--- src/rtl/fifo_stream_reader.sv ---
// Drain-side FIFO reader: pops through the FIFO read port and presents
// words on a valid/ready stream using a 3-entry holding buffer.
module fifo_stream_reader #(
    parameter int WIDTH = 8,
    parameter int CNT_W = 16
) (
    input  logic             clk,
    input  logic             rst,
    input  logic             fifo_empty,
    input  logic [WIDTH-1:0] fifo_rdata,
    output logic             fifo_r_en,
    output logic             m_valid,
    output logic [WIDTH-1:0] m_data,
    input  logic             m_ready,
    output logic [CNT_W-1:0] xfer_count
);

    logic             pend;
    logic [1:0]       occ;
    logic [1:0]       rd_ptr;
    logic [1:0]       wr_ptr;
    logic [WIDTH-1:0] hold [3];
    logic [2:0]       committed;
    logic             take;

    function automatic logic [1:0] wrap_inc(input logic [1:0] p);
        return (p == 2'd2) ? 2'd0 : p + 2'd1;
    endfunction

    // Slots freed by a same-cycle transfer are deliberately not credited,
    // keeping m_ready out of the pop path.
    assign committed = {1'b0, occ} + {2'b00, pend};
    assign fifo_r_en = !rst && !fifo_empty && (committed < 3'd3);
    assign m_valid   = (occ != 2'd0);
    assign take      = m_valid && m_ready;

    always_comb begin
        m_data = hold[0];
        case (rd_ptr)
            2'd1:    m_data = hold[1];
            2'd2:    m_data = hold[2];
            default: m_data = hold[0];
        endcase
    end

    always_ff @(posedge clk) begin
        if (rst) begin
            pend       <= 1'b0;
            occ        <= 2'd0;
            rd_ptr     <= 2'd0;
            wr_ptr     <= 2'd0;
            xfer_count <= '0;
            hold[0]    <= '0;
            hold[1]    <= '0;
            hold[2]    <= '0;
        end else begin
            pend <= fifo_r_en;
            if (pend) begin
                case (wr_ptr)
                    2'd0:    hold[0] <= fifo_rdata;
                    2'd1:    hold[1] <= fifo_rdata;
                    default: hold[2] <= fifo_rdata;
                endcase
                wr_ptr <= wrap_inc(wr_ptr);
            end
            if (take) begin
                rd_ptr     <= wrap_inc(rd_ptr);
                xfer_count <= xfer_count + 1'b1;
            end
            if (pend && !take) begin
                occ <= occ + 2'd1;
            end else if (!pend && take) begin
                occ <= occ - 2'd1;
            end
        end
    end

endmodule

--- config.mk ---
export PLATFORM = sky130hd
export DESIGN_NAME = fifo_stream_reader
export DESIGN_NICKNAME = d
export VERILOG_FILES = /design/src/rtl/fifo_stream_reader.sv
export SDC_FILE = /design/constraint.sdc
export NUM_CORES = 1
export LEC_CHECK = 0
export ABC_AREA = 1
export CAP_MARGIN = 20
export CORE_UTILIZATION = 50
export CTS_CLUSTER_DIAMETER = 200
export CTS_CLUSTER_SIZE = 40
export DETAILED_ROUTE_END_ITERATION = 16
export PLACE_DENSITY = 0.82
export SKIP_LAST_GASP = 1
export SLEW_MARGIN = 5
export SYNTH_ARGS = -nofsm -noshare
export SYNTH_HDL_FRONTEND = slang
export SYNTH_SLANG_ARGS = --single-unit
--- constraint.sdc ---
create_clock -name clk -period 2.1 [get_ports clk]
set_input_delay 0.525 -clock clk [delete_from_list [all_inputs] [get_ports clk]]
set_output_delay 0.525 -clock clk [all_outputs]
set_load 0.01 [all_outputs]
==> impl_metrics.yaml, run 1 <==
outcome:
  outcome: "finished, final reports clean"
critical_path:
  cp_max_fo: 2
  cp.arrival_ns: 1.52
  endpoint_kind: "primary output"
  start_kind: "input port"
  cp_data_required_time_ns: 1.57
  criticalPathCategory: "input port to primary output"
final_layout:
  final_area_sq_mm: 0.00284
  final_cells: 348
  layout.nets: 317
  drive_above_1_share_pct: 22.1
  n_antenna_cell: 0
  area_growth_pct: 30.3
logic_synthesis:
  synth_edf_count: 24
  syn_avg_cell_area_sq_um: 8.96
  yosys.cell_types.count: 26
  synth_top_area_cell: "edfxtp_1"
  synth_top_area_share_pct: 33.1
  yosysWarnings: 0
  syn_nets: 263
  synthFlopType: "edfxtp_1"
  ys_ff_latch: 47
  yosysSeqAreaShare_pct: 54.2
  synthTopCellsByArea: "edfxtp_1 (33%), dfxtp_1 (21%), nand2_1 (8.3%)"
  synthArstFlopShare_pct: 0
  synth_area_sq_mm: 0.00218
  synthCells: 243
detailed_routing:
  routedWlPerCell_microns: 12.1
  drt_iter0_markers: 90
  final_antenna_net_count: 0
  via_per_inst: 4.97
  wl_microns: 4200
  firstDrtPassIters: 5
  dr_total_vias: 1728
  drc: 0
clocking:
  cts_buffers: 5
  cts.clk_slew.worst_paths_ns: 0.09
  clk_latency_ns: 0.30
  root_buffer: "clkbuf_8"
  cts_max_level: 2
  clockBufferDepth: 2
  cts_setup_buffers: 0
  hold_buffers: 0
  cts_sinks: 47
  cts_tree: "yes"
global_route:
  grt_use_total_pct: 19.9
  grt-ovfl-total: 0
  grt_max_degree: 17
  antenna_found_initial: 0
  grt_pass1_wl_microns: 6760
  grt_pass1_vias: 1589
place:
  globalplace.congestion: 0.776
  hpwl_microns: 3120
  dpl_cell_area_sq_mm: 0.00271
  port-buffer-count: 37
  place_inst: 340
timing:
  skew_ns: 0.00650
  hold_viol: 0
  fmax_mhz: 489
  tightest_slew_ns: 0.368
  hold_ws_ns: 0.487
  min_period_ns: 2.05
  rsz0062_at_grt: "true"
  setup_viol: 0
  slew_headroom_pct: 75.4
  slew_violations: 0
  period_share_pct: 97.4
pwr:
  p_seq_share_pct: 46.8
  p_int_mw: 1.59
  p_comb_share_pct: 29.1
  power_leakage_nw: 1.14
  powerDensity_mw_per_mm2: 809
  vdd_drop_max_mv: 0.392
  switching_share_pct: 30.8
  p_clk_share_pct: 24.1
  switchingPower_mw: 0.706
  power_mw: 2.30
hold_path:
  hp-class: "flop to flop"
die:
  placementRows: 23
  pin_count: 38
  die_w_microns: 68.0
  core_sq_mm: 0.00409
  die_area_sq_mm: 0.00462
  fp.dieH_microns: 68.0
  initial_utilization_pct: 53.3
job:
  cap_violations: 0
==> registers in the layout (all words and copies together), names as in the netlist <==
name,count
wr_ptr,2
xfer_count,16
occ,2
hold,24
pend,1
rd_ptr,2
==> synthesized netlist by cell type, types with 3 or more instances <==
library cell  instances
nand2_1              48
nor2_1               40
edfxtp_1             24
inv_1                24
dfxtp_1              23
a21oi_1              16
o21ai_0              11
a31oi_1               8
ha_1                  8
nand3_1               7
inv_2                 5
nand3_2               4
buf_2                 3
nand4_1               3
==> cell type report <==
| class | instances | area [sq um] |
|---|---|---|
| Sequential cell | 47 | 1190 |
| Clock inverter | 3 | 23.8 |
| Clock buffer | 5 | 68.8 |
| Tap cell | 50 | 62.6 |
| Timing Repair Buffer | 54 | 464 |
| Multi-Input combinational cell | 159 | 918 |
| Fill cell | 326 | 1250 |
| Inverter | 30 | 114 |
==> path summary, 6_finish.rpt <==
kind	from	endpoint	slack (ns)	depth (start not counted)
worst min-delay path	wr_ptr[1]	wr_ptr[1]	0.49	2
worst min register to register	wr_ptr[1]	wr_ptr[1]	0.49	2
worst max-delay path	rst	fifo_r_en	0.05	3
worst max register to register	occ[1]	occ[1]	0.59	8
==> routing by layer <==
layer | GRT usage [%] | wire [microns] | vias to the layer above
met3 | 4.67 | 199 | 2
met4 | 7.55 | 21 | 0
met1 | 22.9 | 1830 | 786
li1 | - | - | 904
met5 | 0 | 0 | -
met2 | 35.4 | 2150 | 36
==> metrics by stage <==
step	TNS, ns	utilization, %	setup slack, ns
after floorplan	0	-	0.0675
after global placement	-0.410	66.3	-0.381
after detailed placement	-0.544	66.3	-0.465
after CTS	-0.0411	69.6	-0.0237
after global routing	0	69.4	0.000261
final	0	69.4	0.0543
==> worst max-delay path, cell delays in order <==
cell	delay, ns
clkdlybuf4s50_1	0.48
a2111oi_4	0.33
buf_2	0.18
==> cell usage in the layout (no fill, tap or decap), types with 2 or more instances in the layout <==
cell,n
a21oi_1,16
a31oi_1,7
buf_2,7
buf_4,14
buf_6,3
clkbuf_2,2
clkbuf_8,5
clkdlybuf4s50_1,28
clkinvlp_4,2
dfxtp_1,19
dfxtp_2,4
edfxtp_1,24
ha_1,4
ha_4,3
inv_1,22
inv_2,7
nand2_1,48
nand2_2,2
nand3_1,7
nand3_2,4
nand4_1,3
nor2_1,40
nor2_2,2
nor2_4,2
o21ai_0,11
xor2_1,2
==> power groups by stage <==
| stage | clock, mW | combinational, mW | sequential, mW |
|---|---|---|---|
| after CTS | 0.570 | 0.687 | 1.07 |
| after global placement | 0 | 0.656 | 1.08 |
| final | 0.553 | 0.668 | 1.07 |
| after floorplan | 0 | 0.328 | 1.09 |
| after global routing | 0.613 | 0.740 | 1.08 |
| after detailed placement | 0 | 0.677 | 1.09 |
==> cell families (layout without fill, tap and decap cells) <==
kind of cell               after synthesis  count (layout)  share of synthesized area [%]
AOI/OAI and AO/OA                       37              37                           9.31
buffers and inverters                   37              92                           6.61
adders and majority gates                8               8                           4.60
xor gates and xnor gates                 2               2                          0.804
DFF                                     47              47                           54.2
and+or+nand+nor                        112             112                           24.5
==> repair_timing <==
item,in CTS,in global routing
setup endpoints to repair,9,8
pin swaps,1,1
gates resized for setup,39,15
(Power assumes the default switching activity.)
==> run 2, diff against run 1 <==
- CTS_BUF_LIST: default -> sky130_fd_sc_hd__clkbuf_16
- CTS_CLUSTER_DIAMETER: 200 -> 60
==> run 2 against run 1 <==
Against the previous run: total power grew 9.4%; largest cell class unchanged; clock power grew 43%; critical path type is now flop to primary output; largest power group unchanged; sequential power is essentially flat; highest routed layer unchanged.
==> impl_metrics.yaml, run 2 (synthesized netlist as in run 1, its figures left out) <==
timing:
  slew_headroom_pct: 75.6
  slew_violations: 0
  skew_ns: 0.00492
  min_period_ns: 2.06
  rsz0062_at_grt: "true"
  setup_viol: 0
  fmax_mhz: 485
  setup_slack_ns: 0.0391
  period_share_pct: 98.1
  hold_viol: 0
  tightest_slew_ns: 0.366
final_layout:
  largest_register_ffs: 24
  multiInputGateArea_sq_um: 900
  mostFrequentLayoutCells: "nand2_1 (48), nor2_1 (40), clkdlybuf4s50_1 (28)"
  top_register: "hold"
  reg.largest.list: "hold (24), xfer_count (16)"
  final_common_cell: "nand2_1"
  final_core_utilization_pct: 70.1
  area_growth_pct: 31.4
  final.fill_count: 330
  drive_above_1_share_pct: 20.1
  register_area_sq_mm: 0.00118
  layout.nets: 317
  n_antenna_cell: 0
clocking:
  cts.clk_slew.worst_paths_ns: 0.07
  cts_max_level: 2
  cts_sinks: 47
  clk_latency_ns: 0.29
  cts_tree: "yes"
  root_buffer: "clkbuf_16"
  cts_buffers: 5
  clockBufferDepth: 2
detailed_routing:
  final_antenna_net_count: 0
  routedWlPerCell_microns: 12.3
  dr_total_vias: 1738
  drt_iter0_markers: 78
  drc: 0
  via_per_inst: 4.99
  firstDrtPassIters: 4
  wl_microns: 4270
die:
  die_area_sq_mm: 0.00462
  pin_count: 38
  core_sq_mm: 0.00409
  die_w_microns: 68.0
  fp.dieH_microns: 68.0
  initial_utilization_pct: 53.3
  placementRows: 23
critical_path:
  endpoint_kind: "primary output"
  criticalPathCategory: "flop to primary output"
  cp_data_required_time_ns: 1.57
  cp.arrival_ns: 1.54
  r2r_start: "occ[0]"
  startpoint: "pend"
  start_kind: "flop"
  ff2ff_setup_slack_ns: 0.59
  r2r_cells: 9
  r2r-end: "occ[1]"
  cp_max_fo: 2
global_route:
  grt_max_degree: 17
  antenna_found_initial: 0
  grt-ovfl-total: 0
  grt_use_total_pct: 20.5
  grt_pass1_wl_microns: 6890
  grt_pass1_vias: 1612
pwr:
  powerDensity_mw_per_mm2: 877
  vdd_drop_max_mv: 0.404
  power_leakage_nw: 1.16
hold_path:
  whs_endpoint: "wr_ptr[1]"
  hp-class: "flop to flop"
  whs_path_depth: 2
  worstHoldStart: "wr_ptr[1]"
place:
  port-buffer-count: 37
  globalplace.congestion: 0.776
  hpwl_microns: 3120
  dp_slack_ns: -0.465
job:
  cap_violations: 0
outcome:
  outcome: "finished, final reports clean"
## run 2: where the power goes
group	internal, mW	switching (mW)
Combinational	0.302	0.347
Sequential	1.03	0.0371
Clock	0.445	0.346
Total	1.78	0.731
## run 2: how the worst max path moves through the flow
stage	end	slack (ns)	depth (start not counted)
CTS	m_data[5]	-0.04	6
finish	fifo_r_en	0.04	4
floorplan	fifo_r_en	0.07	3
detailed placement	fifo_r_en	-0.46	3
global route	m_data[5]	-0.009	7
global placement	fifo_r_en	-0.38	3
## run 2: per-stage QoR
step / hold slack (ns) / TNS, ns / total power [mW] / cells / area, sq um
final: 0.483 / 0 / 2.51 / 348 / 2860
after global routing: 0.513 / -0.0135 / 2.65 / 348 / 2860
after global placement: 0.466 / -0.410 / 1.74 / 340 / 2710
after floorplan: 0.457 / 0 / 1.42 / 243 / 2180
after detailed placement: 0.471 / -0.544 / 1.76 / 340 / 2710
after CTS: 0.481 / -0.0797 / 2.54 / 348 / 2880
## run 2: layout make-up
type                    count  area share, %
inverters                  30           3.98
repair buffers             54           16.0
well taps                  50           2.19
clock buffers               5           4.37
multi-input cells         159           31.4
clock inverters             3          0.830
flip-flops and latches     47           41.3
## run 2: metal layers
layer	wire, microns	track usage [%]	vias to the layer above
met5	0	0	-
met4	31	9.11	0
met3	213	5.83	4
met2	2190	35.7	39
met1	1840	23.2	788
li1	-	-	907
## run 2: repair_timing
item / CTS / global route
setup endpoints to repair: 9 / 8
hold buffers: 0 / 0
pin swaps: 1 / 1
resized for setup: 33 / 13
setup buffers: 0 / 0
## run 2: critical path, stage by stage (launching register included)
cell and delay [ns]:
dfxtp_1 0.33, ha_1 0.24, ha_4 0.23, a2111oi_4 0.27, buf_2 0.18
